===== config.mk =====
export PLATFORM = sky130hd
export DESIGN_NAME = flag_branch_unit_flat
export DESIGN_NICKNAME = d
export VERILOG_FILES = /design/src/rtl/flag_branch_unit_if.sv /design/src/rtl/flag_branch_unit.sv /design/src/flat_wrapper.sv
export SDC_FILE = /design/constraint.sdc
export NUM_CORES = 1
export LEC_CHECK = 0
export CORE_ASPECT_RATIO = 1.25
export CORE_MARGIN = 2
export CORE_UTILIZATION = 40
export DETAILED_ROUTE_END_ITERATION = 16
export PLACE_DENSITY_LB_ADDON = 0.05
export SYNTH_ARGS = -nofsm -noshare
export SYNTH_HDL_FRONTEND = slang
export SYNTH_SLANG_ARGS = --single-unit

===== constraint.sdc =====
create_clock -name clk -period 2.1 [get_ports clk]
set_input_delay 0.63 -clock clk [delete_from_list [all_inputs] [get_ports clk]]
set_output_delay 0.63 -clock clk [all_outputs]
set_load 0.03 [all_outputs]

===== src/rtl/flag_branch_unit_if.sv =====
// rtl/flag_branch_unit_if.sv - EX/ID flag and branch signal bundle for flag_branch_unit
//
// Purpose: groups the EX-stage flag inputs, ID-stage branch inputs, statistics
//          clear and the unit's flag/branch/statistic outputs.
// Parameters:
//   CNT_W         width of the branch statistic counters
// Signals (direction seen from the slave = flag_branch_unit):
//   ex_valid      in   1      EX holds a real instruction
//   ex_opcode     in   4      EX opcode, inst[15:12]
//   ex_flagZVN    in   3      ALU flags {Z,V,N} of the EX instruction
//   id_valid      in   1      ID holds a real instruction
//   id_is_branch  in   1      ID instruction is B/BR
//   id_cond       in   3      ID branch condition ccc
//   id_flush      in   1      ID instruction squashed this cycle
//   cnt_clr       in   1      clear both statistic counters
//   flags_q       out  3      architectural flags {Z,V,N}
//   br_taken      out  1      ID branch resolves taken
//   br_stall      out  1      hold ID/IF one cycle for the flag hazard
//   br_count      out  CNT_W  resolved branches
//   br_tkn_count  out  CNT_W  resolved taken branches
interface flag_branch_unit_if #(
    parameter int CNT_W = 16
);
    logic             ex_valid;
    logic [3:0]       ex_opcode;
    logic [2:0]       ex_flagZVN;
    logic             id_valid;
    logic             id_is_branch;
    logic [2:0]       id_cond;
    logic             id_flush;
    logic             cnt_clr;
    logic [2:0]       flags_q;
    logic             br_taken;
    logic             br_stall;
    logic [CNT_W-1:0] br_count;
    logic [CNT_W-1:0] br_tkn_count;

    modport master (
        output ex_valid, ex_opcode, ex_flagZVN,
        output id_valid, id_is_branch, id_cond, id_flush,
        output cnt_clr,
        input  flags_q, br_taken, br_stall, br_count, br_tkn_count
    );

    modport slave (
        input  ex_valid, ex_opcode, ex_flagZVN,
        input  id_valid, id_is_branch, id_cond, id_flush,
        input  cnt_clr,
        output flags_q, br_taken, br_stall, br_count, br_tkn_count
    );
endinterface


===== src/rtl/flag_branch_unit.sv =====
// rtl/flag_branch_unit.sv - architectural Z/V/N flags, branch resolution and branch statistics
//
// Purpose: consumer of the ALU flag output. Commits per-opcode masked flag
//          updates from EX, resolves the ID branch condition, handles the
//          EX->ID flag hazard and keeps saturating branch counters.
// Parameters:
//   CNT_W         width of br_count / br_tkn_count
//   RESET_FLAGS   {Z,V,N} loaded on reset
// Build option:
//   FLAG_FWD_EN   defined: branch sees the EX flags through a bypass, never stalls.
//                 undefined: branch sees flags_q and stalls one cycle on a hazard.
// Ports:
//   clk           clock, all state on posedge
//   rst           synchronous reset, active-high
//   bus           flag_branch_unit_if.slave (EX flags in, ID branch in, results out)
module flag_branch_unit #(
    parameter int         CNT_W       = 16,
    parameter logic [2:0] RESET_FLAGS = 3'b000
) (
    input  logic                clk,
    input  logic                rst,
    flag_branch_unit_if.slave   bus
);
    localparam logic [CNT_W-1:0] CNT_MAX = '1;
    localparam logic [CNT_W-1:0] CNT_ONE = {{(CNT_W-1){1'b0}}, 1'b1};

    logic [2:0]       r_flags;
    logic [CNT_W-1:0] r_br_count;
    logic [CNT_W-1:0] r_br_tkn_count;

    logic [2:0]       w_mask;
    logic [2:0]       w_next_flags;
    logic [2:0]       w_f_eff;
    logic             w_stall;
    logic             w_resolve;
    logic             w_taken;

    // Which of {Z,V,N} an opcode writes: arithmetic writes all three,
    // logic/shift ops write Z only, everything else leaves the flags alone.
    function automatic logic [2:0] flag_mask(input logic [3:0] op);
        logic [2:0] m;
        case (op)
            4'd0, 4'd1:             m = 3'b111;
            4'd2, 4'd4, 4'd5, 4'd6: m = 3'b100;
            default:                m = 3'b000;
        endcase
        return m;
    endfunction

    // Branch condition on f = {Z,V,N}.
    function automatic logic cond_eval(input logic [2:0] cc, input logic [2:0] f);
        logic z;
        logic v;
        logic n;
        logic t;
        z = f[2];
        v = f[1];
        n = f[0];
        case (cc)
            3'b000:  t = !z;
            3'b001:  t = z;
            3'b010:  t = !z && !n;
            3'b011:  t = n;
            3'b100:  t = z || (!z && !n);
            3'b101:  t = n || z;
            3'b110:  t = v;
            default: t = 1'b1;
        endcase
        return t;
    endfunction

    // A bubble in EX writes nothing.
    assign w_mask       = bus.ex_valid ? flag_mask(bus.ex_opcode) : 3'b000;
    assign w_next_flags = (r_flags & ~w_mask) | (bus.ex_flagZVN & w_mask);

`ifdef FLAG_FWD_EN
    // Bypass: the branch evaluates on the flags EX is about to commit,
    // so there is never a reason to hold ID.
    assign w_f_eff = w_next_flags;
    assign w_stall = 1'b0;
`else
    logic w_hazard;

    // An unconditional branch does not depend on flags, so it never waits.
    assign w_hazard = bus.id_valid && bus.id_is_branch && (bus.id_cond != 3'b111)
                      && (w_mask != 3'b000);
    assign w_f_eff  = r_flags;
    assign w_stall  = w_hazard && !bus.id_flush;
`endif

    assign w_resolve = bus.id_valid && bus.id_is_branch && !bus.id_flush && !w_stall;
    assign w_taken   = w_resolve && cond_eval(bus.id_cond, w_f_eff);

    always_ff @(posedge clk) begin
        if (rst) begin
            r_flags        <= RESET_FLAGS;
            r_br_count     <= '0;
            r_br_tkn_count <= '0;
        end else begin
            r_flags <= w_next_flags;
            // Clear takes priority over an increment in the same cycle.
            if (bus.cnt_clr) begin
                r_br_count     <= '0;
                r_br_tkn_count <= '0;
            end else if (w_resolve) begin
                if (r_br_count != CNT_MAX) begin
                    r_br_count <= r_br_count + CNT_ONE;
                end
                if (w_taken && (r_br_tkn_count != CNT_MAX)) begin
                    r_br_tkn_count <= r_br_tkn_count + CNT_ONE;
                end
            end
        end
    end

    assign bus.flags_q      = r_flags;
    assign bus.br_taken     = w_taken;
    assign bus.br_stall     = w_stall;
    assign bus.br_count     = r_br_count;
    assign bus.br_tkn_count = r_br_tkn_count;
endmodule

===== src/flat_wrapper.sv =====
// flat-port wrapper written by rule: the top's interface ports become plain ports
module flag_branch_unit_flat 
#(
    parameter int         CNT_W       = 16,
    parameter logic [2:0] RESET_FLAGS = 3'b000
)
  (clk, rst, bus_ex_valid, bus_ex_opcode, bus_ex_flagZVN, bus_id_valid, bus_id_is_branch, bus_id_cond, bus_id_flush, bus_cnt_clr, bus_flags_q, bus_br_taken, bus_br_stall, bus_br_count, bus_br_tkn_count);
  flag_branch_unit_if #(.CNT_W(CNT_W)) bus_i ();
  input  logic clk;
  input  logic rst;
  input wire logic [$bits(bus_i.ex_valid)-1:0] bus_ex_valid;
  input wire logic [$bits(bus_i.ex_opcode)-1:0] bus_ex_opcode;
  input wire logic [$bits(bus_i.ex_flagZVN)-1:0] bus_ex_flagZVN;
  input wire logic [$bits(bus_i.id_valid)-1:0] bus_id_valid;
  input wire logic [$bits(bus_i.id_is_branch)-1:0] bus_id_is_branch;
  input wire logic [$bits(bus_i.id_cond)-1:0] bus_id_cond;
  input wire logic [$bits(bus_i.id_flush)-1:0] bus_id_flush;
  input wire logic [$bits(bus_i.cnt_clr)-1:0] bus_cnt_clr;
  output wire logic [$bits(bus_i.flags_q)-1:0] bus_flags_q;
  output wire logic [$bits(bus_i.br_taken)-1:0] bus_br_taken;
  output wire logic [$bits(bus_i.br_stall)-1:0] bus_br_stall;
  output wire logic [$bits(bus_i.br_count)-1:0] bus_br_count;
  output wire logic [$bits(bus_i.br_tkn_count)-1:0] bus_br_tkn_count;
  assign bus_i.ex_valid = bus_ex_valid;
  assign bus_i.ex_opcode = bus_ex_opcode;
  assign bus_i.ex_flagZVN = bus_ex_flagZVN;
  assign bus_i.id_valid = bus_id_valid;
  assign bus_i.id_is_branch = bus_id_is_branch;
  assign bus_i.id_cond = bus_id_cond;
  assign bus_i.id_flush = bus_id_flush;
  assign bus_i.cnt_clr = bus_cnt_clr;
  assign bus_flags_q = bus_i.flags_q;
  assign bus_br_taken = bus_i.br_taken;
  assign bus_br_stall = bus_i.br_stall;
  assign bus_br_count = bus_i.br_count;
  assign bus_br_tkn_count = bus_i.br_tkn_count;
  flag_branch_unit #(.CNT_W(CNT_W), .RESET_FLAGS(RESET_FLAGS)) u_core (.clk(clk), .rst(rst), .bus(bus_i));
endmodule

==> tab_implementation.tex, run 1 <==
\begin{tabular}{lr}
\hline
Metric & Value \\
\hline
\multicolumn{2}{l}{\textbf{Die}} \\
Total core area & approximately 4400 µm² \\
Die Y & about 79 µm \\
Total number of placement rows & 27 \\
Top Ports & 54 \\
Initial core utilization & about two fifths \\
Die extent in x & $\sim$64 µm \\
Die footprint & roughly 5000 µm² \\
\multicolumn{2}{l}{\textbf{CTS}} \\
Max H-tree Level & 2 \\
Max Root-Sink Buffers & 2 \\
Clock insertion delay at the later pin of the skew report & around 0.29 ns \\
Clock tree from TritonCTS & yes \\
Root cell of the clock tree & clkbuf\_8 \\
Clock sink total & 35 \\
Clock Pin Slew Worst Setup and Hold Paths & 0.07 ns \\
Clock buffers created by TritonCTS & 5 \\
Hold buffer count at CTS & 0 \\
\multicolumn{2}{l}{\textbf{Run status}} \\
Failing checks & negative setup slack \\
Status & finished with violations \\
\multicolumn{2}{l}{\textbf{Synthesis}} \\
Flop and latch count out of synthesis & 35 \\
Post-synthesis compound-gate area fraction & between 10\% and 20\% \\
EDFF count, synth & 0 \\
Mux cell area share after synthesis & 2.215\% \\
Part of the Yosys area used for sequential elements & 38.75\% \\
Main flop type after synthesis & dfxtp\_1 \\
Fraction of synthesis flops using an asynchronous set or reset pin & 0\% \\
Post-synth net total & about 230 \\
Number of synthesis warnings & 0 \\
Simple-gate share of the synthesized area & 33.15\% \\
Mapped Cells & 213 \\
Distinct cells, synth & 43 \\
Mapped Area & 1808 µm² \\
Post-Syn Area per Cell & 8.488 µm² \\
Main combinational cell family by area after synthesis & simple AND/OR/NAND/NOR gates \\
Synth Area in XOR/XNOR & a little under 7\% \\
Arithmetic-cell share of the synthesized area counting full adders, half adders and majority gates & 1.384\% \\
\multicolumn{2}{l}{\textbf{Timing}} \\
Final Slew Violations & 0 \\
Final Critical Period & 2.174 ns \\
Unrepaired setup endpoints after global routing & yes \\
Setup Total Neg Slack & -0.07449 ns \\
Tightest slew margin relative to the limit & about 75\% \\
Setup slack of the critical path after layout & -0.07449 ns \\
Highest Clock Rate & 459.9 MHz \\
Worst slew pin tran & 0.3729 ns \\
Final count of negative-setup-slack endpoints & 1 \\
Setup skew after layout & approximately 0.005 ns \\
Hold Vio Cnt, Final & 0 \\
Ratio of final minimum period to clock period & 103.5\% \\
\multicolumn{2}{l}{\textbf{Cells and area}} \\
Antenna diode count & 0 \\
Fraction of final layout cells sized beyond drive strength 1 & about a quarter \\
Number of nets in the layout & 318 \\
P\&R area growth vs syn & 54.19\% \\
Commonest non-fill, non-tap cells in the layout & 38 x clkdlybuf4s50\_1, 35 x dfxtp\_1, 28 x buf\_4 \\
Most common cell after layout, fill and taps aside & clkdlybuf4s50\_1 \\
\multicolumn{2}{l}{\textbf{Critical path}} \\
Kind of end point of the critical path & output port \\
Launching instance or port of the critical path & bus\_id\_cond[1] \\
Origin of the critical flop-to-flop path & u\_core.bus.br\_tkn\_count[0]\$\_SDFFE\_PP0P\_ \\
Worst Path Max Fanout & 4 \\
Crit start category & input pin \\
Path type of the worst setup path & in -> out \\
Arrival time at the worst endpoint & $\sim$1.5 ns \\
Data required time at the worst endpoint & between 1 and 1.5 ns \\
\multicolumn{2}{l}{\textbf{Placed design}} \\
DP Wirelength & between 3 and 4 mm \\
Post-Place Setup Slack & -0.4935 ns \\
Routability Congestion & 0.8519 \\
PortBufs & 53 \\
\multicolumn{2}{l}{\textbf{Power and ir drop}} \\
Leakage power of the design & 1.038 nW \\
Peak supply drop & 320.4 µV \\
Power per standard cell area & 483.1 nW/µm² \\
PnR Total Power & about 1.3 mW \\
\multicolumn{2}{l}{\textbf{Job}} \\
Max-cap violation count & 0 \\
\multicolumn{2}{l}{\textbf{Global route}} \\
Overall track demand over capacity in global routing & 19.35\% \\
Largest net degree at the start of global routing & 24 \\
Global-route wire length before repair & 7.803 mm \\
Total global routing overflow & 0 \\
Number of global-route vias before repair & 1755 \\
Antenna violations before repair & 0 \\
\multicolumn{2}{l}{\textbf{Drt}} \\
Detail Route Antenna Nets & 0 \\
Vias per cell & 5.179 \\
Post-route DRC & 0 \\
Vias after detailed routing & 1854 \\
Total wire length after detailed routing & 4.823 mm \\
Drt wl/cell & approximately 13 µm \\
Detailed Route Iter0 Violations & 76 \\
Total iterations of the first detailed-routing run & 4 \\
\multicolumn{2}{l}{\textbf{Hold path}} \\
Worst hold path startpoint & u\_core.bus.br\_tkn\_count[15]\$\_SDFFE\_PP0P\_ \\
Tightest Hold Check Type & reg -> reg \\
\hline
\end{tabular}
final cells by class:
type | instances | area, µm²
multi-input cells | 165 | 1095
well taps | 58 | 72.57
repair buffers | 88 | 804.5
flip-flops and latches | 35 | 700.7
clock buffers | 8 | 100.1
inverters | 4 | 15.01
fillers | 377 | 1604
state kept, by name (all words and copies together) (netlist names), named ones only:
register	flops
u_core.bus.br_count	16
u_core.bus.br_tkn_count	16
report_power, final:
group / leakage, nW / internal [mW] / switching (mW)
logic: 0.704 / 0.0772 / 0.0583
registers: 0.282 / 0.666 / 0.00283
clock network: 0.0515 / 0.299 / 0.243
total: 1.04 / 1.04 / 0.305
stage by stage:
step | instances | cell area [µm²] | utilization, % | hold WS, ns
after floorplan | 213 | 1809 | - | 0.6129
after global placement | 337 | 2525 | 57.49 | 0.4948
after detailed placement | 337 | 2525 | 57.49 | 0.4968
after CTS | 358 | 2743 | 62.45 | 0.5079
after global routing | 358 | 2788 | 63.48 | 0.5317
final | 358 | 2788 | 63.48 | 0.5037
critical path, cell delays in order:
cell and delay (ns):
buf_8 0.10, o21ai_2 0.14, mux2i_1 0.24, nand3_1 0.15, nand2_2 0.10, inv_2 0.05
buf_6 0.13
layer usage:
layer / wire length [µm] / GRT usage [%] / up-vias
li1: - / - / 952
met1: 1907 / 19.82 / 859
met2: 2665 / 37.60 / 34
met3: 145 / 3.258 / 9
met4: 105 / 8.723 / 0
met5: 0 / 0 / -
Yosys cell counts (all sizes together), types with 2 or more instances:
cell / n / share of area (%)
xor2: 7 / 3.4
or4: 5 / 2.3
nand3: 12 / 4.0
xnor2: 7 / 3.4
o211ai: 2 / 0.83
buf: 6 / 1.9
nand4: 14 / 4.8
inv: 4 / 0.83
and2: 3 / 1.0
o21ai: 10 / 2.8
o21a: 3 / 1.2
nor4: 5 / 2.1
o31ai: 3 / 1.2
or3: 8 / 2.8
and3: 7 / 2.7
nand2: 16 / 3.3
clkbuf: 3 / 0.62
mux2i: 4 / 2.2
dfxtp: 35 / 39
and4: 3 / 1.5
ha: 2 / 1.4
o31a: 3 / 1.5
nor3: 4 / 1.4
nor2b: 2 / 0.69
nor2: 23 / 4.8
a21oi: 13 / 3.6
final timing paths:
kind / end / slack, ns / depth (start not counted)
min: u_core.bus.br_tkn_count[15]$_SDFFE_PP0P_ / 0.50 / 2
max reg2reg: u_core.bus.br_tkn_count[2]$_SDFFE_PP0P_ / 0.23 / 6
min reg2reg: u_core.bus.br_tkn_count[15]$_SDFFE_PP0P_ / 0.50 / 2
max: bus_br_taken / -0.07 / 7
cell families (layout without fill, tap and decap cells):
family	count (synthesis)	in the layout
compound gates	39	39
xor+xnor	14	14
fa+ha+maj	2	2
flops	35	35
simple gates	106	106
mux	4	4
buf+inv	13	100
repair_timing:
| action | CTS | global route |
|---|---|---|
| buffers inserted | 13 | 1 |
| resized for setup | 44 | 19 |
| setup endpoints to repair | 26 | 10 |
| pin swaps | 10 | 8 |
| endpoints found under the hold margin | 0 | 0 |
Power figures use the tool's default switching activity.
==> run 2, diff against run 1 <==
--- a/config.mk
+++ b/config.mk
@@ -10,6 +10,7 @@
 export CORE_UTILIZATION = 40
 export DETAILED_ROUTE_END_ITERATION = 16
 export PLACE_DENSITY_LB_ADDON = 0.05
+export SKIP_CTS_REPAIR_TIMING = 1
 export SYNTH_ARGS = -nofsm -noshare
 export SYNTH_HDL_FRONTEND = slang
 export SYNTH_SLANG_ARGS = --single-unit
==> run 2 against run 1 <==
Against the previous run: the run still ends with negative setup slack left; clock power about the same; first-iteration DRC count down 22%; worst setup slack better by 0.060 ns; non-clock buffer count down 11; hold slack worse by 0.0017 ns; design area down 3.4%; highest routed layer unchanged.
==> tab_implementation.tex, run 2 (synthesis gave the netlist of run 1 again) <==
\begin{tabular}{lr}
\hline
Metric & Value \\
\hline
\multicolumn{2}{l}{\textbf{Timing}} \\
Highest Clock Rate & 472.9 MHz (was 459.9 MHz) \\
Final count of negative-setup-slack endpoints & 1 (unchanged) \\
Worst slew pin tran & 0.3734 ns (was 0.3729 ns) \\
Final Critical Period & 2.115 ns (was 2.174 ns) \\
Hold Vio Cnt, Final & 0 (unchanged) \\
Setup slack of the critical path after layout & -0.01470 ns (was -0.07449 ns) \\
Unrepaired setup endpoints after global routing & yes (unchanged) \\
Final Slew Violations & 0 (unchanged) \\
Tightest slew margin relative to the limit & 74.88\% (was 74.91\%) \\
Setup skew after layout & 0.006933 ns (was 0.004917 ns) \\
Ratio of final minimum period to clock period & 100.7\% (was 103.5\%) \\
\multicolumn{2}{l}{\textbf{Die}} \\
Total core area & 4392 µm² (unchanged) \\
Die Y & 79.17 µm (unchanged) \\
Total number of placement rows & 27 (unchanged) \\
Initial core utilization & 41.17\% (unchanged) \\
Die extent in x & 64.13 µm (unchanged) \\
Top Ports & 54 (unchanged) \\
Die footprint & 5077 µm² (unchanged) \\
\multicolumn{2}{l}{\textbf{Cells and area}} \\
Final instance area & 2694 µm² (was 2788 µm²) \\
Final Instance Count excl. Fillers & 347 (was 358) \\
Fill cell instance count of the final layout & 388 (was 377) \\
P\&R area growth vs syn & 49.00\% (was 54.19\%) \\
Number of nets in the layout & 307 (was 318) \\
Most common cell after layout, fill and taps aside & clkdlybuf4s50\_1 (unchanged) \\
Fraction of final layout cells sized beyond drive strength 1 & 19.38\% (was 24.00\%) \\
Commonest non-fill, non-tap cells in the layout & 38 x clkdlybuf4s50\_1, 35 x dfxtp\_1, 23 x buf\_4 (was 38 x clkdlybuf4s50\_1, 35 x dfxtp\_1, 28 x buf\_4) \\
Antenna diode count & 0 (unchanged) \\
\multicolumn{2}{l}{\textbf{Critical path}} \\
Data required time at the worst endpoint & 1.47 ns (about the same) \\
Cells on worst reg2reg path & 6 (unchanged) \\
Crit start category & input pin (unchanged) \\
Reg-to-reg endpoint & u\_core.bus.br\_tkn\_count[2]\$\_SDFFE\_PP0P\_ (unchanged) \\
Kind of end point of the critical path & output port (unchanged) \\
Origin of the critical flop-to-flop path & u\_core.bus.br\_tkn\_count[0]\$\_SDFFE\_PP0P\_ (unchanged) \\
Path type of the worst setup path & in -> out (unchanged) \\
Reg2reg setup slack & 0.23 ns (about the same) \\
Critical path cell sequence & buf\_8 -> o21ai\_2 -> mux2i\_1 -> nand3\_1 -> nand2\_2 -> inv\_2 -> buf\_6 (unchanged) \\
Highest cell delay on the worst timing path & 0.20 ns (was 0.24 ns) \\
Arrival time at the worst endpoint & 1.48 ns (was 1.54 ns) \\
Slowest stage cell, crit path & mux2i\_1 (unchanged) \\
Worst Path Max Fanout & 4 (unchanged) \\
\multicolumn{2}{l}{\textbf{CTS}} \\
Root cell of the clock tree & clkbuf\_8 (unchanged) \\
Clock sink total & 35 (unchanged) \\
Clock Pin Slew Worst Setup and Hold Paths & 0.07 ns (about the same) \\
Clock insertion delay at the later pin of the skew report & 0.29 ns (about the same) \\
Clock buffers created by TritonCTS & 5 (unchanged) \\
Max Root-Sink Buffers & 2 (unchanged) \\
Clock tree from TritonCTS & yes (unchanged) \\
Max H-tree Level & 2 (unchanged) \\
\multicolumn{2}{l}{\textbf{Hold path}} \\
Hold Path Sink & u\_core.bus.br\_tkn\_count[15]\$\_SDFFE\_PP0P\_ (unchanged) \\
Tightest Hold Check Type & reg -> reg (unchanged) \\
Worst Hold Depth & 2 (unchanged) \\
Worst hold path startpoint & u\_core.bus.br\_tkn\_count[15]\$\_SDFFE\_PP0P\_ (unchanged) \\
\multicolumn{2}{l}{\textbf{Global route}} \\
Number of global-route vias before repair & 1648 (was 1755) \\
Largest net degree at the start of global routing & 24 (unchanged) \\
Overall track demand over capacity in global routing & 18.10\% (was 19.35\%) \\
Antenna violations before repair & 0 (unchanged) \\
Total global routing overflow & 0 (unchanged) \\
Global-route wire length before repair & 7.334 mm (was 7.803 mm) \\
\multicolumn{2}{l}{\textbf{Drt}} \\
Post-route DRC & 0 (unchanged) \\
Total wire length after detailed routing & 4.580 mm (was 4.823 mm) \\
Total iterations of the first detailed-routing run & 5 (was 4) \\
Detailed Route Iter0 Violations & 59 (was 76) \\
Drt wl/cell & 13.20 µm (was 13.47 µm) \\
Vias per cell & 5.173 (was 5.179) \\
Vias after detailed routing & 1795 (was 1854) \\
Detail Route Antenna Nets & 0 (unchanged) \\
\multicolumn{2}{l}{\textbf{Placed design}} \\
Cell total after placement & 337 (unchanged) \\
DP Wirelength & 3.465 mm (unchanged) \\
Routability Congestion & 0.8519 (unchanged) \\
PortBufs & 53 (unchanged) \\
Placed inst area & 2525 µm² (unchanged) \\
\multicolumn{2}{l}{\textbf{Power and ir drop}} \\
Leakage power of the design & 1.010 nW (was 1.038 nW) \\
Power per standard cell area & 492.3 nW/µm² (was 483.1 nW/µm²) \\
Peak supply drop & 352.2 µV (was 320.4 µV) \\
PnR Total Power & 1.326 mW (was 1.347 mW) \\
\multicolumn{2}{l}{\textbf{Run status}} \\
Status & finished with violations (unchanged) \\
Failing checks & negative setup slack (unchanged) \\
\multicolumn{2}{l}{\textbf{Job}} \\
Max-cap violation count & 0 (unchanged) \\
\hline
\end{tabular}
==> run 2: changes by cell type in the layout (fill, tap and decap cells not counted), moves of 2 or more <==
cell | previous run | this run
buf_2 | 4 | 0
buf_4 | 28 | 23
clkbuf_2 | 2 | 4
dlymetal6s2s_1 | 3 | 7
buf_6 | 10 | 4
==> run 2: critical path, delay by kind of cell <==
| family | cells | cell delay [ns] |
|---|---|---|
| and+or+nand+nor | 2 | 0.24 |
| muxes | 1 | 0.20 |
| AOI/OAI and AO/OA | 1 | 0.13 |
| buffers and inverters | 3 | 0.28 |
==> run 2: per-stage QoR <==
| step | utilization, % | setup TNS [ns] | setup slack, ns | hold WS, ns |
|---|---|---|---|---|
| floorplan | - | 0 | 0.03853 | 0.6129 |
| global placement | 57.49 | -11.41 | -0.4772 | 0.4948 |
| detailed placement | 57.49 | -12.07 | -0.4935 | 0.4968 |
| CTS | 59.77 | -3.325 | -0.4653 | 0.5079 |
| global route | 61.34 | -0.04677 | -0.04677 | 0.5313 |
| finish | 61.34 | -0.01470 | -0.01470 | 0.5020 |
==> run 2: worst max path at each step <==
stage | startpoint | end
final | bus_id_cond[2] | bus_br_taken
after global routing | bus_id_cond[2] | bus_br_taken
after CTS | bus_id_cond[1] | bus_br_taken
after detailed placement | bus_id_cond[1] | u_core.bus.br_count[14]$_SDFFE_PP0P_
after global placement | bus_id_cond[2] | u_core.bus.br_count[14]$_SDFFE_PP0P_
after floorplan | bus_id_cond[1] | bus_br_taken
==> run 2: final cells by class <==
type / instances / area (µm²) / area share [%]
clock buffers: 8 / 100.1 / 3.716
inverters: 4 / 15.01 / 0.5574
multi-input cells: 165 / 1085 / 40.27
flip-flops and latches: 35 / 700.7 / 26.01
well taps: 58 / 72.57 / 2.694
repair buffers: 77 / 720.7 / 26.75
==> run 2: metal layers <==
layer  wire, µm  global-route usage, %
met1       1848                  19.21
met2       2516                  34.69
met4         70                  7.447
met5          0                      0
met3        145                  3.116
==> run 2: report_power, final <==
group	internal, mW	total (mW)	switching (mW)	leakage [nW]
sequential	0.666	0.669	0.00280	0.282
clock	0.299	0.542	0.242	0.0515
combinational	0.0633	0.116	0.0524	0.676
==> run 3, diff against run 2 <==
--- a/config.mk
+++ b/config.mk
@@ -5,7 +5,7 @@
 export SDC_FILE = /design/constraint.sdc
 export NUM_CORES = 1
 export LEC_CHECK = 0
-export CORE_ASPECT_RATIO = 1.25
+export ABC_CLOCK_PERIOD_IN_PS = 2100
 export CORE_MARGIN = 2
 export CORE_UTILIZATION = 40
 export DETAILED_ROUTE_END_ITERATION = 16
==> run 3 against run 2 <==
Against the previous run: the flow now finishes without violations; design area rose by 2.0%; sequential power barely moved; worst setup slack improved by 0.041 ns; die area barely moved; combinational power rose by 6%; count of clock-buffer cells in the layout did not move; register-to-register slack improved by 0.03 ns; hold slack improved by 0.0035 ns; sequential share of layout area fell by 0.51 points; fmax rose by 2.0%; utilization rose by 1.8 points; first-iteration DRC count rose by 73%; critical path type unchanged.
==> tab_implementation.tex, run 3 (synthesis gave the netlist of run 1 again) <==
\begin{tabular}{lr}
\hline
Metric & Value \\
\hline
\multicolumn{2}{l}{\textbf{Run status}} \\
Status & completed (was finished with violations) \\
\multicolumn{2}{l}{\textbf{Timing}} \\
Final count of negative-setup-slack endpoints & 0 (was 1) \\
Hold Vio Cnt, Final & 0 (unchanged) \\
Final Critical Period & 2.074 ns (was 2.115 ns) \\
Ratio of final minimum period to clock period & 98.77\% (was 100.7\%) \\
Setup skew after layout & 0.006957 ns (was 0.006933 ns) \\
Highest Clock Rate & 482.1 MHz (was 472.9 MHz) \\
Unrepaired setup endpoints after global routing & yes (unchanged) \\
Final Slew Violations & 0 (unchanged) \\
Worst slew pin tran & 0.3369 ns (was 0.3734 ns) \\
Tightest slew margin relative to the limit & 77.33\% (was 74.88\%) \\
\multicolumn{2}{l}{\textbf{Placed design}} \\
Placed inst area & 2567 µm² (was 2525 µm²) \\
PortBufs & 53 (unchanged) \\
Routability Congestion & 0.8228 (was 0.8519) \\
DP Wirelength & 3.321 mm (was 3.465 mm) \\
\multicolumn{2}{l}{\textbf{Cells and area}} \\
Number of nets in the layout & 313 (was 307) \\
Fraction of final layout cells sized beyond drive strength 1 & 20.68\% (was 19.38\%) \\
Most common cell after layout, fill and taps aside & clkdlybuf4s50\_1 (unchanged) \\
P\&R area growth vs syn & 51.97\% (was 49.00\%) \\
Antenna diode count & 0 (unchanged) \\
Fill cell instance count of the final layout & 390 (was 388) \\
Commonest non-fill, non-tap cells in the layout & 36 x clkdlybuf4s50\_1, 35 x dfxtp\_1, 28 x buf\_4 (was 38 x clkdlybuf4s50\_1, 35 x dfxtp\_1, 23 x buf\_4) \\
Final instance area & 2748 µm² (was 2694 µm²) \\
Combined area of the multi-input logic cells & 1084 µm² (was 1085 µm²) \\
Reg area & 700.7 µm² (unchanged) \\
\multicolumn{2}{l}{\textbf{Die}} \\
Die extent in x & 71.23 µm (was 64.13 µm) \\
Total number of placement rows & 24 (was 27) \\
Total core area & 4354 µm² (was 4392 µm²) \\
Initial core utilization & 41.52\% (was 41.17\%) \\
Die footprint & 5074 µm² (was 5077 µm²) \\
Top Ports & 54 (unchanged) \\
Die Y & 71.23 µm (was 79.17 µm) \\
\multicolumn{2}{l}{\textbf{CTS}} \\
Max Root-Sink Buffers & 2 (unchanged) \\
Clock buffers created by TritonCTS & 5 (unchanged) \\
Root cell of the clock tree & clkbuf\_8 (unchanged) \\
Clock insertion delay at the later pin of the skew report & 0.28 ns (was 0.29 ns) \\
Max H-tree Level & 2 (unchanged) \\
Clock tree from TritonCTS & yes (unchanged) \\
Clock Pin Slew Worst Setup and Hold Paths & 0.07 ns (about the same) \\
Clock sink total & 35 (unchanged) \\
\multicolumn{2}{l}{\textbf{Critical path}} \\
Crit start category & input pin (unchanged) \\
Slowest stage cell, crit path & mux2i\_1 (unchanged) \\
Path type of the worst setup path & in -> out (unchanged) \\
Arrival time at the worst endpoint & 1.44 ns (was 1.48 ns) \\
Data required time at the worst endpoint & 1.47 ns (about the same) \\
Kind of end point of the critical path & output port (unchanged) \\
Highest cell delay on the worst timing path & 0.20 ns (about the same) \\
Critical path cell sequence & buf\_8 -> o21ai\_4 -> mux2i\_1 -> nand3\_1 -> nand2\_2 -> inv\_2 -> buf\_6 (was buf\_8 -> o21ai\_2 -> mux2i\_1 -> nand3\_1 -> nand2\_2 -> inv\_2 -> buf\_6) \\
Worst Path Max Fanout & 4 (unchanged) \\
\multicolumn{2}{l}{\textbf{Global route}} \\
Global-route wire length before repair & 7.665 mm (was 7.334 mm) \\
Overall track demand over capacity in global routing & 18.43\% (was 18.10\%) \\
Number of global-route vias before repair & 1745 (was 1648) \\
Antenna violations before repair & 0 (unchanged) \\
Largest net degree at the start of global routing & 20 (was 24) \\
Total global routing overflow & 0 (unchanged) \\
\multicolumn{2}{l}{\textbf{Drt}} \\
Total iterations of the first detailed-routing run & 4 (was 5) \\
Detailed Route Iter0 Violations & 102 (was 59) \\
Met2 wirelength from detailed routing & 2.126 mm (was 2.516 mm) \\
Met3 wirelength from detailed routing & 183 µm (was 145 µm) \\
Detailed-routing wirelength on met1 & 2.149 mm (was 1.848 mm) \\
Post-route DRC & 0 (unchanged) \\
Top routing layer used & met4 (unchanged) \\
Total wire length after detailed routing & 4.559 mm (was 4.580 mm) \\
Drt wl/cell & 13.14 µm (was 13.20 µm) \\
Vias after detailed routing & 1849 (was 1795) \\
Vias per cell & 5.329 (was 5.173) \\
Detail Route Antenna Nets & 0 (unchanged) \\
\multicolumn{2}{l}{\textbf{Power and ir drop}} \\
Power per standard cell area & 482.4 nW/µm² (was 492.3 nW/µm²) \\
Leakage power of the design & 1.082 nW (was 1.010 nW) \\
Peak supply drop & 366.9 µV (was 352.2 µV) \\
PnR Total Power & 1.325 mW (was 1.326 mW) \\
\multicolumn{2}{l}{\textbf{Job}} \\
Max-cap violation count & 0 (unchanged) \\
\multicolumn{2}{l}{\textbf{Hold path}} \\
Tightest Hold Check Type & reg -> reg (unchanged) \\
\hline
\end{tabular}
==> run 3: changes by cell type in the layout (fill, tap and decap cells not counted), sizes merged <==
| cell | previous run | this run |
|---|---|---|
| clkdlybuf4s50 | 38 | 36 |
| dlymetal6s2s | 7 | 9 |
| buf | 28 | 34 |
==> run 3: area by class of cell <==
| cell class | instances | area share [%] |
|---|---|---|
| timing repair buffer | 83 | 28.51 |
| sequential | 35 | 25.50 |
| inverter | 4 | 0.5464 |
| clock buffer | 8 | 3.643 |
| multi-input combinational | 165 | 39.44 |
| tap | 52 | 2.368 |
==> run 3: metal layers <==
| metal | global-route usage [%] | up-vias |
|---|---|---|
| li1 | - | 953 |
| met1 | 22.78 | 842 |
| met2 | 31.69 | 45 |
| met3 | 3.516 | 9 |
| met4 | 7.128 | 0 |
| met5 | 0 | - |
==> run 3: critical path: cells and delay by family <==
family / cells / cell delay [ns]
muxes: 1 / 0.20
buffers and inverters: 3 / 0.27
AOI/OAI and AO/OA: 1 / 0.13
and+or+nand+nor: 2 / 0.21
==> run 3: path summary, 6_finish.rpt <==
| check | to | start | depth (start not counted) | slack [ns] |
|---|---|---|---|---|
| worst max-delay path | bus_br_taken | bus_id_cond[2] | 7 | 0.03 |
| worst max register to register | u_core.bus.br_tkn_count[14]$_SDFFE_PP0P_ | u_core.bus.br_tkn_count[0]$_SDFFE_PP0P_ | 6 | 0.26 |
| worst min register to register | u_core.bus.br_tkn_count[9]$_SDFFE_PP0P_ | u_core.bus.br_tkn_count[9]$_SDFFE_PP0P_ | 2 | 0.51 |
| worst min-delay path | u_core.bus.br_tkn_count[9]$_SDFFE_PP0P_ | u_core.bus.br_tkn_count[9]$_SDFFE_PP0P_ | 2 | 0.51 |
==> run 3: through the flow <==
stage	util (%)	hold slack (ns)	std cells	worst slack (ns)	TNS, ns
floorplan	-	0.6129	213	0.03853	0
global placement	58.97	0.4807	336	-0.4375	-11.69
detailed placement	58.97	0.4893	336	-0.4964	-12.73
CTS	61.26	0.5005	344	-0.4480	-3.711
global route	63.10	0.5326	347	-0.05312	-0.05312
finish	63.10	0.5055	347	0.02587	0
==> run 3: power breakdown <==
group	switching [mW]	internal, mW
sequential	0.00271	0.666
clock	0.235	0.299
combinational	0.0548	0.0679
total	0.292	1.03
==> variant 1: new RTL, flow settings as in run 3 <==
`CNT_W` is set to 16 in 3 places; all go to 32.
--- a/src/rtl/flag_branch_unit_if.sv
+++ b/src/rtl/flag_branch_unit_if.sv
@@ -19,7 +19,7 @@
 //   br_count      out  CNT_W  resolved branches
 //   br_tkn_count  out  CNT_W  resolved taken branches
 interface flag_branch_unit_if #(
-    parameter int CNT_W = 16
+    parameter int CNT_W = 32
 );
     logic             ex_valid;
     logic [3:0]       ex_opcode;
--- a/src/rtl/flag_branch_unit.sv
+++ b/src/rtl/flag_branch_unit.sv
@@ -14,7 +14,7 @@
 //   rst           synchronous reset, active-high
 //   bus           flag_branch_unit_if.slave (EX flags in, ID branch in, results out)
 module flag_branch_unit #(
-    parameter int         CNT_W       = 16,
+    parameter int         CNT_W       = 32,
     parameter logic [2:0] RESET_FLAGS = 3'b000
 ) (
     input  logic                clk,
--- a/src/flat_wrapper.sv
+++ b/src/flat_wrapper.sv
@@ -1,7 +1,7 @@
 // flat-port wrapper written by rule: the top's interface ports become plain ports
 module flag_branch_unit_flat 
 #(
-    parameter int         CNT_W       = 16,
+    parameter int         CNT_W       = 32,
     parameter logic [2:0] RESET_FLAGS = 3'b000
 )
   (clk, rst, bus_ex_valid, bus_ex_opcode, bus_ex_flagZVN, bus_id_valid, bus_id_is_branch, bus_id_cond, bus_id_flush, bus_cnt_clr, bus_flags_q, bus_br_taken, bus_br_stall, bus_br_count, bus_br_tkn_count);
Interface: changed (resized bus_br_count and bus_br_tkn_count); port bits go from 54 to 86. No check against the original RTL was run, so the function may have changed too.
==> variant 1 against run 3 <==
The run now ends with setup timing left; area after synthesis is 86% higher; maximum frequency is 5.2% lower; clock power grew to 2.5 times the old value; first-iteration DRC count is 12% lower; power is 110% higher; cell area is 89% higher; worst setup slack worse by 110 ps; sequential cell count is 32 higher; global-route usage is 1.4 points higher; routed wire length is 100% higher; largest cell class unchanged; highest routed layer unchanged.
==> variant 1: results (changes against run 3) <==
{
  "placed_design": {
    "detailed_place_hpwl": {"value": 6530, "unit": "um", "change": "+97%"},
    "dp.cells": {"value": 636, "change": "+89%"},
    "place_worst_setup_slack": {"value": -616, "unit": "ps", "change": "-120 ps"},
    "globalplace.congestion": {"value": 0.815, "change": "-0.98%"}
  },
  "global_routing": {
    "first_global_vias": {"value": 3168, "change": "+82%"},
    "grt_pass1_wl": {"value": 14400, "unit": "um", "change": "+88%"},
    "globalRouteTotalUtil": {"value": 19.8, "unit": "%", "change": "+1.4 points"}
  },
  "route": {
    "m1WireLength": {"value": 4030, "unit": "um", "change": "+88%"},
    "initialDrtViolationCount": {"value": 90, "change": "-12%"},
    "route.detailed.wl_per_inst": {"value": 14.0, "unit": "um", "change": "+6.8%"},
    "routed-wl-met2": {"value": 4690, "unit": "um", "change": "+120%"}
  },
  "die": {
    "core_area": {"value": 8180, "unit": "sq um", "change": "+88%"}
  },
  "hold_path": {
    "worstHoldStart": "u_core.bus.br_tkn_count[15]$_SDFFE_PP0P_"
  },
  "sta": {
    "setup_total_negative_slack": {"value": -88.1, "unit": "ps", "change": "-88.1 ps"},
    "report.final.setup_viol": {"value": 1, "change": "+1"},
    "setup_slack": {"value": -88.1, "unit": "ps", "change": "-114 ps"},
    "final.setup_skew": {"value": 9.52, "unit": "ps", "change": "+2.56 ps"}
  },
  "status": {
    "failing_checks": "setup timing",
    "outcome": "finished with violations"
  },
  "yosys": {
    "syn_nets": {"value": 429, "change": "+85%"},
    "synth.area.top_cells": "sky130_fd_sc_hd__dfxtp_1 (40%), sky130_fd_sc_hd__nor2_1 (5.7%), sky130_fd_sc_hd__a21oi_1 (4.6%)",
    "synth-seq-area-share": {"value": 40.0, "unit": "%", "change": "+1.2 points"},
    "synth_cell_type_count": {"value": 48, "change": "+12%"}
  },
  "cts": {
    "worst_skew_pair.late_latency": {"value": 340, "unit": "ps", "change": "+60 ps"},
    "cts_max_level": {"value": 3, "change": "+1"},
    "number_of_clock_buffers_inserted_by_tritoncts": {"value": 9, "change": "+4"}
  },
  "finish": {
    "filler_cells_inserted": {"value": 734, "change": "+88%"},
    "final_stage_net_count": {"value": 567, "change": "+81%"},
    "post_layout_nonfiller_instances": {"value": 658, "change": "+90%"},
    "layout-drive-gt1-share": {"value": 24.4, "unit": "%", "change": "+3.7 points"}
  },
  "pwr": {
    "max-vdd-ir-drop": {"value": 0.490, "unit": "mV", "change": "+33%"}
  },
  "setup_path": {
    "worstPathArrival": {"value": 1560, "unit": "ps", "change": "+120 ps"}
  }
}
-- variant 1: power breakdown --
group	leakage (nW)	total (W)	switching, W	internal [W]
Combinational	1.85	0.000139	0.0000731	0.0000660
Sequential	0.553	0.00127	0.00000298	0.00127
Clock	0.126	0.00134	0.000515	0.000823
Total	2.53	0.00275	0.000591	0.00216
-- variant 1: worst max-delay path, delay by kind of cell --
kind / cells / cell delay, ps
AO/OA/AOI/OAI: 1 / 130
buffers and inverters: 3 / 300
multiplexers: 1 / 190
AND/OR/NAND/NOR: 2 / 300
-- variant 1: logic make-up (layout without fill, tap and decap cells) --
kind of cell	after synthesis	after routing	share of synthesized area, %
buffers and inverters	21	164	2.50
AOI/OAI and AO/OA	75	75	13.2
adders and majority gates	2	2	0.746
DFF	67	67	40.0
muxes	5	5	1.49
and+or+nand+nor	212	212	34.8
xor gates and xnor gates	28	28	7.31
-- variant 1: worst paths after layout --
| check | cells after the start | to | slack, ps |
|---|---|---|---|
| max | 7 | bus_br_taken | -90 |
| min | 2 | u_core.bus.br_tkn_count[15]$_SDFFE_PP0P_ | 500 |
| max reg2reg | 7 | u_core.bus.br_tkn_count[20]$_SDFFE_PP0P_ | 60 |
| min reg2reg | 2 | u_core.bus.br_tkn_count[15]$_SDFFE_PP0P_ | 500 |
-- variant 1: routing by layer --
metal | vias to the layer above | GRT usage [%]
li1 | 1774 | -
met1 | 1675 | 24.1
met2 | 70 | 34.7
met3 | 9 | 4.74
met4 | 0 | 5.60
met5 | - | 0
-- variant 1: final cells by class --
cell class,instances,area [sq um],share of cell area [%]
timing repair buffer,141,1370,26.4
clock inverter,6,113,2.17
inverter,7,26.3,0.506
tap,105,131,2.53
multi-input combinational,322,2040,39.2
clock buffer,10,138,2.65
sequential,67,1380,26.5
==> variant 2: new RTL, flow settings as in run 3 <==
Without the edit above. Make the reset (`rst`) asynchronous in one clocked block. Comments in the files are not updated.
--- a/src/rtl/flag_branch_unit.sv
+++ b/src/rtl/flag_branch_unit.sv
@@ -91,7 +91,7 @@
     assign w_resolve = bus.id_valid && bus.id_is_branch && !bus.id_flush && !w_stall;
     assign w_taken   = w_resolve && cond_eval(bus.id_cond, w_f_eff);
 
-    always_ff @(posedge clk) begin
+    always_ff @(posedge clk or posedge rst) begin
         if (rst) begin
             r_flags        <= RESET_FLAGS;
             r_br_count     <= '0;
Check against the original RTL: differs if rst is asserted again (counterexample within 4 cycles, from zero or initial values and one cycle with rst high); with rst held inactive, the same outputs for 10 cycles.
==> variant 2 against run 3 <==
Largest power group unchanged; worst setup slack got worse by 21 ps; maximum frequency shrank 1.0%; power up 5.4%; clock skew shrank 2.0 ps; routed wire length rose by 9.0%; sequential cell count unchanged; clock power is 9.2% lower; register-to-register slack got worse by 110 ps; cell area is 7.8% higher; area after synthesis rose by 11%.
==> variant 2: results (changes against run 3) <==
{
  "pwr": {
    "max-vdd-ir-drop": {"value": 0.365, "unit": "mV", "change": "-0.60%"},
    "finalPower": {"value": 0.00140, "unit": "W", "change": "+5.4%"},
    "power.share.combinational": {"value": 15.0, "unit": "%", "change": "+5.7 points"},
    "power_report.internal_total": {"value": 0.00105, "unit": "W", "change": "+1.5%"},
    "static-leakage-power": {"value": 1.46, "unit": "nW", "change": "+35%"}
  },
  "setup_path": {
    "timing.critical_path.slowest_stage_cell": "sky130_fd_sc_hd__buf_4",
    "worstPathArrival": {"value": 1470, "unit": "ps", "change": "+30 ps"},
    "r2r_path_start": "u_core.bus.br_tkn_count[0]$_DFFE_PP0P_",
    "regToRegEndpoint": "u_core.bus.br_tkn_count[9]$_DFFE_PP0P_"
  },
  "yosys": {
    "synth-seq-area-share": {"value": 43.8, "unit": "%", "change": "+5.1 points"},
    "synth_cell_type_count": {"value": 47, "change": "+9.3%"},
    "synth_common_cells": "sky130_fd_sc_hd__dfrtp_1 (35), sky130_fd_sc_hd__nor2_1 (23), sky130_fd_sc_hd__nand2_1 (16), sky130_fd_sc_hd__nand3_1 (16), sky130_fd_sc_hd__a21oi_1 (14)",
    "syn_nets": {"value": 234, "change": "+0.86%"},
    "yosys_most_used_dff": "sky130_fd_sc_hd__dfrtp_1"
  },
  "finish": {
    "nonClkBufAreaFrac": {"value": 26.4, "unit": "%", "change": "-2.2 points"},
    "clkCellAreaFrac": {"value": 2.96, "unit": "%", "change": "-0.69 points"},
    "layout.clock_buffers": {"value": 6, "change": "-2"},
    "layout.comb_gates.multi_input": {"value": 162, "change": "-1.8%"},
    "nNonClkInverters": {"value": 9, "change": "+5"},
    "filler_cells_inserted": {"value": 442, "change": "+13%"}
  },
  "placed_design": {
    "globalplace.congestion": {"value": 0.724, "change": "-12%"},
    "dp.cells": {"value": 346, "change": "+3.0%"}
  },
  "hold_path": {
    "number_of_cells_on_the_worst_hold_path": {"value": 1, "change": "-1"}
  },
  "sta": {
    "hold-worst-slack": {"value": 559, "unit": "ps", "change": "+53.5 ps"},
    "final.setup_skew": {"value": 5.01, "unit": "ps", "change": "-1.95 ps"},
    "worst_slew_margin_rel": {"value": 69.5, "unit": "%", "change": "-7.8 points"}
  },
  "status": {
    "outcome": "finished, final reports clean"
  },
  "global_routing": {
    "grt_pass1_wl": {"value": 7600, "unit": "um", "change": "-0.90%"}
  },
  "route": {
    "route.detailed.vias_per_inst": {"value": 5.17, "change": "-2.9%"}
  }
}
## variant 2: cell types whose count changed after synthesis, sizes merged, moves of 3 or more
cell	run 3	this run
nand4	14	6
xnor2	7	4
nand3	12	16
dfrtp	0	35
mux2	0	4
inv	4	9
dfxtp	35	0
## variant 2: worst max-delay path by stage
| stage | slack (ps) | to | from |
|---|---|---|---|
| 2_1_floorplan | 50 | bus_br_taken | bus_id_cond[1] |
| 3_3_place_gp | -510 | bus_br_taken | bus_id_cond[1] |
| 3_5_place_dp | -530 | bus_br_taken | bus_id_cond[1] |
| 4_1_cts | -550 | bus_br_taken | bus_id_cond[1] |
| 5_1_grt | -40 | bus_br_taken | bus_ex_opcode[1] |
| 6_report | 5 | bus_br_stall | bus_ex_opcode[3] |
## variant 2: layer usage
metal  GRT usage, %  share of wire, %  routed length [um]
met1           24.4                49                2420
met2           28.0                45                2260
met3           4.55               5.5                 272
met4           2.98              0.34                  17
met5              0                 0                   0
